--- config.mk ---
export PLATFORM = sky130hd
export DESIGN_NAME = irq_ctrl
export DESIGN_NICKNAME = d
export VERILOG_FILES = /design/src/rtl/irq_ctrl_pkg.sv /design/src/rtl/irq_ctrl_debounce.sv /design/src/rtl/irq_ctrl.sv
export SDC_FILE = /design/constraint.sdc
export NUM_CORES = 1
export LEC_CHECK = 0
export CORE_UTILIZATION = 50
export DETAILED_ROUTE_END_ITERATION = 7
export MAX_ROUTING_LAYER = met4
export PLACE_DENSITY_LB_ADDON = 0.1
export REMOVE_ABC_BUFFERS = 1
export SYNTH_ARGS = -nofsm -noshare
export SYNTH_HDL_FRONTEND = slang
export SYNTH_SLANG_ARGS = --single-unit
--- constraint.sdc ---
create_clock -name clk -period 1.78 [get_ports clk]
set_clock_uncertainty 0.05 [all_clocks]
set_input_delay 0.356 -clock clk [delete_from_list [all_inputs] [get_ports clk]]
set_output_delay 0.356 -clock clk [all_outputs]
set_load 0.02 [all_outputs]
--- src/rtl/irq_ctrl_pkg.sv ---
// Shared types and helpers for the external-interrupt source controller.
package irq_ctrl_pkg;

  // Sequencer state encodings (kept fixed so software/debug views stay stable).
  typedef enum logic [1:0] {
    IRQ_IDLE = 2'd0,
    IRQ_REQ  = 2'd1,
    IRQ_SVC  = 2'd2
  } irq_state_e;

  // Widest source vector the controller supports.
  localparam int MAX_SRC = 8;

  // Index of the lowest set bit (index 0 has the highest priority).
  // Returns 0 for an all-zero vector; callers only use it when something is set.
  function automatic int lowest_set(input logic [MAX_SRC-1:0] v);
    int idx;
    idx = 0;
    for (int i = MAX_SRC - 1; i >= 0; i--) begin
      if (v[i]) idx = i;
    end
    return idx;
  endfunction

endpackage

--- src/rtl/irq_ctrl_debounce.sv ---
// Per-source input conditioning: synchroniser chain, debounce counter,
// accepted level and a one-cycle pulse on each accepted 0->1 transition.
module irq_ctrl_debounce #(
  parameter int SYNC_STAGES = 2,
  parameter int DEB_CYCLES  = 16
) (
  input  logic clk,
  input  logic rst,
  input  logic src_i,
  output logic rise_o
);

  localparam int CNT_W = (DEB_CYCLES > 1) ? $clog2(DEB_CYCLES + 1) : 1;

  logic [SYNC_STAGES-1:0] sync_q;
  logic                   sample;
  logic [CNT_W-1:0]       cnt_q, cnt_d;
  logic                   level_q, level_d;
  logic                   rise_q, rise_d;

  assign sample = sync_q[SYNC_STAGES-1];
  assign rise_o = rise_q;

  // Shift the raw input through the synchroniser flops.
  always_ff @(posedge clk or posedge rst) begin
    if (rst) sync_q <= '0;
    else     sync_q <= {sync_q[SYNC_STAGES-2:0], src_i};
  end

  // Count consecutive samples that disagree with the accepted level; the
  // DEB_CYCLES-th such sample flips the level. Any agreeing sample restarts.
  always_comb begin
    cnt_d   = cnt_q;
    level_d = level_q;
    rise_d  = 1'b0;
    if (sample == level_q) begin
      cnt_d = '0;
    end else if (cnt_q == CNT_W'(DEB_CYCLES - 1)) begin
      level_d = sample;
      cnt_d   = '0;
      rise_d  = sample;
    end else begin
      cnt_d = cnt_q + 1'b1;
    end
  end

  // Debounce state registers.
  always_ff @(posedge clk or posedge rst) begin
    if (rst) begin
      cnt_q   <= '0;
      level_q <= 1'b0;
      rise_q  <= 1'b0;
    end else begin
      cnt_q   <= cnt_d;
      level_q <= level_d;
      rise_q  <= rise_d;
    end
  end

endmodule

--- src/rtl/irq_ctrl.sv ---
// External-interrupt source controller feeding cp0 ir_in: debounced edge
// capture into pending bits, masking, fixed priority and a one-at-a-time
// request/acknowledge/ERET sequencer.
module irq_ctrl
  import irq_ctrl_pkg::*;
#(
  parameter  int N_SRC       = 4,
  parameter  int DEB_CYCLES  = 16,
  parameter  int SYNC_STAGES = 2,
  localparam int ID_W        = (N_SRC > 1) ? $clog2(N_SRC) : 1
) (
  input  logic             clk,
  input  logic             rst,
  input  logic [N_SRC-1:0] src_in,
  input  logic             mask_we,
  input  logic [N_SRC-1:0] mask_wdata,
  input  logic             irq_ack,
  input  logic             eret,
  output logic             irq_req,
  output logic [ID_W-1:0]  irq_id,
  output logic [N_SRC-1:0] pending,
  output logic             in_service
);

  logic [N_SRC-1:0]   rise_vec;
  logic [N_SRC-1:0]   pending_q, pending_d;
  logic [N_SRC-1:0]   mask_q, mask_d;
  logic [N_SRC-1:0]   req_vec;
  logic [N_SRC-1:0]   clr_vec;
  logic [MAX_SRC-1:0] req_ext;
  irq_state_e         state_q, state_d;
  logic [ID_W-1:0]    irq_id_q, irq_id_d;

  for (genvar g = 0; g < N_SRC; g++) begin : g_src
    irq_ctrl_debounce #(
      .SYNC_STAGES (SYNC_STAGES),
      .DEB_CYCLES  (DEB_CYCLES)
    ) u_deb (
      .clk    (clk),
      .rst    (rst),
      .src_i  (src_in[g]),
      .rise_o (rise_vec[g])
    );
  end

  assign req_vec = pending_q & mask_q;
  assign req_ext = MAX_SRC'(req_vec);

  // Next-state and pending-clear decode for the request sequencer.
  always_comb begin
    state_d  = state_q;
    irq_id_d = irq_id_q;
    clr_vec  = '0;
    unique case (state_q)
      IRQ_IDLE: begin
        if (|req_vec) begin
          irq_id_d = ID_W'(lowest_set(req_ext));
          state_d  = IRQ_REQ;
        end
      end
      IRQ_REQ: begin
        // An ack wins over a same-cycle mask drop: CP0 already took the jump.
        if (irq_ack) begin
          clr_vec[irq_id_q] = 1'b1;
          state_d           = IRQ_SVC;
        end else if (!mask_q[irq_id_q]) begin
          state_d = IRQ_IDLE;
        end
      end
      IRQ_SVC: begin
        if (eret) state_d = IRQ_IDLE;
      end
      default: state_d = IRQ_IDLE;
    endcase
  end

  // A new rise in the same cycle as the acknowledge clear re-sets the bit.
  assign pending_d = (pending_q & ~clr_vec) | rise_vec;
  assign mask_d    = mask_we ? mask_wdata : mask_q;

  // Sequencer, pending and mask registers.
  always_ff @(posedge clk or posedge rst) begin
    if (rst) begin
      state_q   <= IRQ_IDLE;
      irq_id_q  <= '0;
      pending_q <= '0;
      mask_q    <= '1;
    end else begin
      state_q   <= state_d;
      irq_id_q  <= irq_id_d;
      pending_q <= pending_d;
      mask_q    <= mask_d;
    end
  end

  assign irq_req    = (state_q == IRQ_REQ);
  assign in_service = (state_q == IRQ_SVC);
  assign irq_id     = irq_id_q;
  assign pending    = pending_q;

endmodule

=== Word level (Yosys, flattened, before mapping) ===
Cells that the tools add are included.

* $lt $le $gt $ge: 2
* Mux-type cells: 31
* Equal/unequal tests: 13
* Bitwise operators: 8
* Add/sub/neg operators: 4
* Reductions and logical operators: 9

{| class="wikitable"
|+ Operators with widths
! kind !! count
|-
| two-way mux 5 bit || 8
|-
| adder 5 x 1 -> 5 bit (second input constant) || 4
|-
| == test 5 x 4 -> 1 bit (second input constant) || 4
|-
| two-way mux 2 bit || 8
|-
| two-way mux 1 bit || 10
|-
| AND reduction 2 bit || 5
|-
| AND 4 bit || 2
|-
| two-way mux 4 bit || 2
|-
| case mux 2 bit (3 select lines) || 1
|-
| == test 1 bit || 4
|-
| inequality test 2 bit (second input constant) || 2
|-
| inverter 1 bit || 4
|-
| inverter 4 bit || 1
|-
| OR 4 bit || 1
|-
| OR reduction 4 bit || 1
|-
| < comparator 2 x 3 -> 1 bit (second input constant) || 1
|-
| inequality test 3 bit (second input constant) || 1
|-
| AND reduction 3 bit || 1
|-
| binary-select mux 1 bit (select 2 bit) || 1
|-
| demux 1 bit (select 2 bit) || 1
|-
| == test 2 x 1 -> 1 bit (second input constant) || 1
|-
| == test 2 bit (second input constant) || 1
|-
| greater-or-equal comparator 2 x 1 -> 1 bit (second input constant) || 1
|-
| zero test 2 bit || 1
|-
| logical AND 1 bit || 1
|}

* Bits in registers: 48
* Word-level logic and storage cells: 87

=== Logic depth before layout (Yosys ltp) ===
Gate-level depths: netlist (run 1).

* Depth in word-level cells: 9
* Mapped depth: 5
* Gate-level depth less buffers: 5

=== Hierarchy ===
A second synthesis (run 1) with hierarchy kept.

* Cells, all modules: 150
* Area, all modules: 1914.3 um^2

{| class="wikitable"
|+ Modules (own cells, without submodules)
! module !! instances !! area each (um^2) !! cells an instance
|-
| irq_ctrl_debounce || 4 || 339.1 || 26
|-
| irq_ctrl || 1 || 558.0 || 46
|}

=== Least setup slack after synthesis (run 1) ===
OpenSTA, ideal clock, no wires.

* Path type: flip-flop to flip-flop
* Start point: reg irq_id_q[1] (netlist: irq_id[1])
* End point: reg state_q[0]
* Slack: 0.348 ns
* Stages on the path, launching flop included: 3
* Setup time: 0.120 ns
* Data required time: 1.610 ns
* Arrival time: 1.263 ns
* Path through: dfrtp_1 > mux4_2 > a31o_1

* Longest elaborated chain between the ends: 4

{| class="wikitable"
|+ RTL lines
! what !! RTL line !! source
|-
| start: declaration || irq_ctrl.sv:32 || <nowiki>logic [ID_W-1:0] irq_id_q, irq_id_d;</nowiki>
|-
| start signal: assignment || irq_ctrl.sv:90 || <nowiki>irq_id_q <= irq_id_d;</nowiki>
|-
| binary-select mux 1 bit (select 2 bit) || irq_ctrl.sv:66 || <nowiki>end else if (!mask_q[irq_id_q]) begin</nowiki>
|-
| two-way mux 1 bit (not written as such) || irq_ctrl.sv:66 ||
|-
| inequality test 3 bit (no line) || - ||
|-
| AND reduction 3 bit (no line) || - ||
|-
| end signal: assignment || irq_ctrl.sv:89 || <nowiki>state_q <= state_d;</nowiki>
|-
| end: declaration || irq_ctrl.sv:31 || <nowiki>irq_state_e state_q, state_d;</nowiki>
|}

Every way passes these cells. The select of a mux whose other input is x is not followed.
A chain may end at the register's enable or synchronous reset.

=== Worst setup path in the final report (run 1) ===
* Start point: reg pending_q[1] (netlist: pending[1])
* End point: out pending[1]

{| class="wikitable"
|+ RTL lines
! what !! RTL line !! source
|-
| start: declaration || irq_ctrl.sv:26 || <nowiki>logic [N_SRC-1:0] pending_q, pending_d;</nowiki>
|-
| start signal: assignment || irq_ctrl.sv:91 || <nowiki>pending_q <= pending_d;</nowiki>
|-
| end: declaration || irq_ctrl.sv:21 || <nowiki>output logic [N_SRC-1:0] pending,</nowiki>
|}

No word-level cell between the ends.

==> results.tsv, run 1 <==
metric	value	unit
Max VDD drop	0.614	mV
crit end category	primary output	
vias in the first global route	1231	
biggest cell delay along the critical path	620	ps
H-Tree Depth	2	
RSZ-0062 raised after global routing	false	
DPL Wire Length	2.14	mm
CP max FO	4	
CTS buffer count	5	
Post-CTS Hold Buffers	0	
most common cell after layout, fill and taps aside	dfrtp_1	
crit path DAT	1310	ps
Area Overhead vs Synth	20.1	%
initial antenna violation count	0	
largest net degree at the start of global routing	33	
hold crit path type	in -> async	
layout cells sized above 1	14.0	%
Final Hold Viols	0	
fin crit period	1720	ps
initial core utilization	51.9	%
total I/O pin count	21	
yosys warns	0	
pwr dens	894	nW/um^2
IO Port Bufs	20	
DRT iter0 DRCs	103	
Routed WL per cell	13.1	um
first-pass GRT wire length	5.30	mm
drt pass-1 iters	4	
Cell Chain, Critical Path	clkdlybuf4s50_1	
CTS tree	yes	
Sum Neg Setup Slack	0	ps
Via density	5.19	
Final GP Congestion	0.763	
Max-slew headroom	72.1	%
Post-synth ARST share	100	%
final core utilization	62.3	%
total of max-cap violations	0	
post-placement cell area	2180	um^2
nets	194	
GRT Util Overall	17.9	%
Crit-path slowest cell	clkdlybuf4s50_1	
via count	1172	
CP bufs+invs	1	
Data required, critical path	1370	ps
WHS	301	ps
DRC Markers	0	
Sink Count	48	
Layout Cells excl Fill	226	
final worst-path cycle share	96.4	%
die area	4050	um^2
CTS root buf	clkbuf_8	
outcome	finished, final reports clean	
Worst Setup Start Kind	register	
fmax	0.583	GHz
P_leak	1.14	nW
Routed Antenna Nets	0	
Design Area, Final	2280	um^2
setup violators final	0	
Avg Cell Area, Syn	12.8	um^2
post-synthesis sequential area ratio	63.5	%
fin. max-slew vios	0	
Chip Width	63.7	um
synthesized instance count	149	
Tightest Pin Transition	416	ps
critical path type	reg -> out	
# rows	22	
most frequent cells in the layout	dfrtp_1 (44), nor2_1 (16), clkdlybuf4s50_1 (15), mux2_2 (8), inv_1 (7)	
GRT overflow	0	
family with the most delay on the worst path	buffers and inverters	
Routed WL	2.97	mm
# placed instances	218	
Cell variety after synth	31	
clk slew on worst S/H paths	80	ps
Cell Area, Synth	1900	um^2
clk_lat worst skew	290	ps
Die Y	63.7	um
core footprint	3660	um^2
CTS Buffer Depth	2	
Post-synth top flop	dfrtp_1	
register bit total from synthesis	48	
ant diodes	0	
number of synthesized flops with an enable pin	0	
## worst paths after layout
kind | start | end | slack (ps) | cells after the start
worst max register to register | g_src[2].u_deb.cnt_q[0] | g_src[2].u_deb.level_q | 350 | 4
min in group clk | g_src[2].u_deb.sync_q[0] | g_src[2].u_deb.sync_q[1] | 300 | 0
max in group asynchronous | rst | g_src[1].u_deb.level_q | 900 | 3
worst min register to register | g_src[2].u_deb.sync_q[0] | g_src[2].u_deb.sync_q[1] | 300 | 0
worst min-delay path | rst | g_src[2].u_deb.cnt_q[3] | 300 | 2
worst max-delay path | pending[1] | pending[1] | 60 | 1
## stage by stage
stage | power [mW] | setup WS, ps
CTS | 2.08 | 14.9
global placement | 1.31 | 69.5
detailed placement | 1.32 | 37.5
floorplan | 1.26 | 236
finish | 2.04 | 64.6
global route | 2.14 | 6.09
## layout make-up
type                       instances  area, um^2
fill                             281        1380
timing repair buffer              21         214
tap                               48        60.1
clock inverter                     2        35.0
clock buffer                       6        72.6
inverter                           8        30.0
sequential                        48        1210
multi-input combinational         93         664
## kinds of logic after synthesis
group	Yosys count	synth area share [%]
buf+inv	8	1.58
compound gates	20	6.65
flops	48	63.5
xor+xnor	10	4.61
simple gates	49	14.4
mux	10	6.71
fa+ha+maj	4	2.63
## per-layer routing
metal | global-route usage [%] | share of wire, %
met5 | - | 0
met4 | 5.11 | 0.98
met3 | 5.43 | 3.3
met2 | 30.3 | 53
met1 | 20.4 | 43
## state kept, by name (all words and copies together) (netlist names)
register,cells
mask_q,4
irq_id,2
g_src.u_deb.rise_o,4
g_src.u_deb.level_q,4
state_q,2
pending,4
g_src.u_deb.cnt_q,20
g_src.u_deb.sync_q,8
## report_power, final
group | switching, mW | internal (mW) | leakage [nW]
Clock | 0.325 | 0.416 | 0.0552
Sequential | 0.0357 | 1.14 | 0.628
Combinational | 0.0567 | 0.0684 | 0.453
Total | 0.417 | 1.62 | 1.14
## what timing repair did
action / in CTS / in global routing
endpoints found under the setup margin: 4 / 2
buffers inserted: 0 / 0
endpoints found under the hold margin: 0 / 0
resized for setup: 4 / 3
## Yosys cell counts, types with 2 or more instances
library cell / count / area, um^2
nor4b_1: 4 / 35.0
nor3_1: 2 / 10.0
xnor2_1: 4 / 35.0
nand3_1: 6 / 30.0
dfrtp_1: 44 / 1100
nor2b_1: 4 / 25.0
and2_1: 2 / 12.5
a21oi_1: 6 / 30.0
inv_1: 8 / 30.0
nand2_1: 6 / 22.5
ha_1: 4 / 50.1
mux2_2: 8 / 90.1
nor2_1: 16 / 60.1
dfstp_2: 4 / 105
a21o_1: 3 / 22.5
xor2_1: 6 / 52.6
and3_1: 2 / 12.5
o21ai_0: 5 / 25.0
nand4b_1: 2 / 17.5
nand2b_1: 2 / 12.5
No activity file was read; power rests on OpenSTA's default activity.
==> inputs of run 2 (changes only) <==
--- a/config.mk
+++ b/config.mk
@@ -9,6 +9,7 @@
 export DETAILED_ROUTE_END_ITERATION = 7
 export MAX_ROUTING_LAYER = met4
 export PLACE_DENSITY_LB_ADDON = 0.1
+export RECOVER_POWER = 100
 export REMOVE_ABC_BUFFERS = 1
 export SYNTH_ARGS = -nofsm -noshare
 export SYNTH_HDL_FRONTEND = slang
==> results.tsv, run 2 (synthesis gave the netlist of run 1 again) <==
metric	value	unit	change
initial antenna violation count	0		unchanged
WL met2	1.56	mm	-0.95%
Clock Power Share	36.4	%	about the same
GRT overflow	0		unchanged
logic gate share of total power	5.8	%	-0.3 points
crit end category	primary output		
CP max FO	4		unchanged
core footprint	3660	um^2	unchanged
total of max-cap violations	0		unchanged
fmax	0.581	GHz	-0.37%
Final GP Congestion	0.763		unchanged
Max VDD drop	0.614	mV	-0.11%
ant diodes	0		unchanged
Via density	5.31		+2.5%
biggest regs	g_src.u_deb.cnt_q x20, g_src.u_deb.sync_q x8		
outcome	finished, final reports clean		
postcts setup bufs	0		unchanged
DRC Markers	0		unchanged
critical path type	reg -> out		
H-Tree Depth	2		unchanged
Tightest Pin Transition	609	ps	+193 ps
setup violators final	0		unchanged
pwr dens	904	nW/um^2	+1.1%
via count	1201		+2.5%
biggest cell delay along the critical path	630	ps	about the same
# rows	22		unchanged
RSZ-0062 raised after global routing	false		
most common cell after layout, fill and taps aside	dfrtp_1		
layout cells sized above 1	11.8	%	-2.2 points
CTS Buffer Depth	2		unchanged
CTS root buf	clkbuf_8		
Routed WL per cell	13.2	um	+0.54%
Flop pwr share	57.8	%	+0.3 points
family with the most delay on the worst path	buffers and inverters		
nets	194		unchanged
crit path DAT	1320	ps	about the same
Area Overhead vs Synth	18.2	%	
Largest Register	g_src.u_deb.cnt_q		
switching power share of the total	20.4	%	about the same
fin. max-slew vios	0		unchanged
CP bufs+invs	1		unchanged
Sink Count	48		unchanged
Crit-path slowest cell	clkdlybuf4s50_1		
Routed Antenna Nets	0		unchanged
GRT Util Overall	17.9	%	unchanged
DPL Wire Length	2.14	mm	unchanged
internal cell power	1.62	mW	-0.46%
top routing layer used	met4		
max reg flops	20		unchanged
Max-slew headroom	59.3	%	-13 points
Cell Chain, Critical Path	clkdlybuf4s50_1		
IO Port Bufs	20		unchanged
metal3 WL	168	um	+70%
drt pass-1 iters	4		unchanged
Final Hold Viols	0		unchanged
largest net degree at the start of global routing	33		unchanged
sw power	0.415	mW	-0.47%
Final Power	2.03	mW	-0.46%
Sum Neg Setup Slack	0	ps	unchanged
DRT iter0 DRCs	82		-20%
Worst Setup Start Kind	register		
CTS tree	yes		
vias in the first global route	1231		unchanged
final worst-path cycle share	96.7	%	+0.35 points
P_leak	1.09	nW	-4.2%
total I/O pin count	21		unchanged
first-pass GRT wire length	5.30	mm	unchanged
Chip Width	63.7	um	unchanged
most frequent cells in the layout	dfrtp_1 (44), nor2_1 (16), inv_1 (8), mux2_2 (8), clkdlybuf4s50_1 (8)		
die area	4050	um^2	unchanged
CTS buffer count	5		unchanged
initial core utilization	51.9	%	unchanged
fin crit period	1720	ps	+6.29 ps
clk_lat worst skew	290	ps	about the same
clk slew on worst S/H paths	80	ps	about the same
hold crit path type	reg -> reg		
WL met1	1.22	mm	-3.1%
setup slack, reg-to-reg	350	ps	about the same
Data required, critical path	1370	ps	about the same
Routed WL	2.98	mm	+0.54%
Die Y	63.7	um	unchanged
-- run 2: cell count changes in the layout (fill, tap and decap cells not counted), moves of 2 or more --
cell / delta
and2_1: -2
clkdlybuf4s50_1: -7
dlygate4sd3_1: +7
clkbuf_1: +2
and2_0: +2
-- run 2: area by class of cell --
| cell class | count | area, um^2 |
|---|---|---|
| Clock buffer | 6 | 72.6 |
| Clock inverter | 2 | 35.0 |
| Fill cell | 291 | 1410 |
| Inverter | 8 | 30.0 |
| Multi-Input combinational cell | 93 | 652 |
| Sequential cell | 48 | 1210 |
| Tap cell | 48 | 60.1 |
| Timing Repair Buffer | 21 | 191 |
-- run 2: metal layers --
layer	vias to the layer above	track usage, %
met1	592	20.4
li1	567	-
met5	-	-
met2	38	30.3
met3	4	5.43
met4	0	5.11
-- run 2: path summary, 6_finish.rpt --
| kind | start | endpoint | depth (start not counted) |
|---|---|---|---|
| setup / recovery | pending[1] | pending[1] | 1 |
| hold / removal | g_src[2].u_deb.sync_q[0] | g_src[2].u_deb.sync_q[1] | 0 |
| setup reg to reg | g_src[2].u_deb.cnt_q[0] | g_src[2].u_deb.level_q | 4 |
| hold reg to reg | g_src[2].u_deb.sync_q[0] | g_src[2].u_deb.sync_q[1] | 0 |
| max in group asynchronous | rst | g_src[0].u_deb.cnt_q[3] | 3 |
| min in group asynchronous | rst | g_src[2].u_deb.cnt_q[0] | 2 |
-- run 2: what timing repair did --
action,CTS,global route
endpoints found under the setup margin,4,2
hold buffers,0,0
gates resized for setup,4,3
-- run 2: power by group through the flow --
stage	clock (mW)	sequential [mW]	combinational (mW)
2_1_floorplan	0	1.18	0.0763
3_3_place_gp	0	1.19	0.122
3_5_place_dp	0	1.20	0.129
4_1_cts	0.776	1.17	0.129
5_1_grt	0.816	1.18	0.136
6_report	0.740	1.17	0.117
-- run 2: through the flow --
stage	util, %	setup slack [ps]	cells	area [um^2]	hold WS, ps
finish	61.4	58.3	226	2250	301
global route	61.4	6.09	226	2250	308
CTS	62.4	14.9	226	2280	303
detailed placement	59.6	37.5	218	2180	286
global placement	59.6	69.5	218	2180	285
floorplan	-	236	149	1900	281
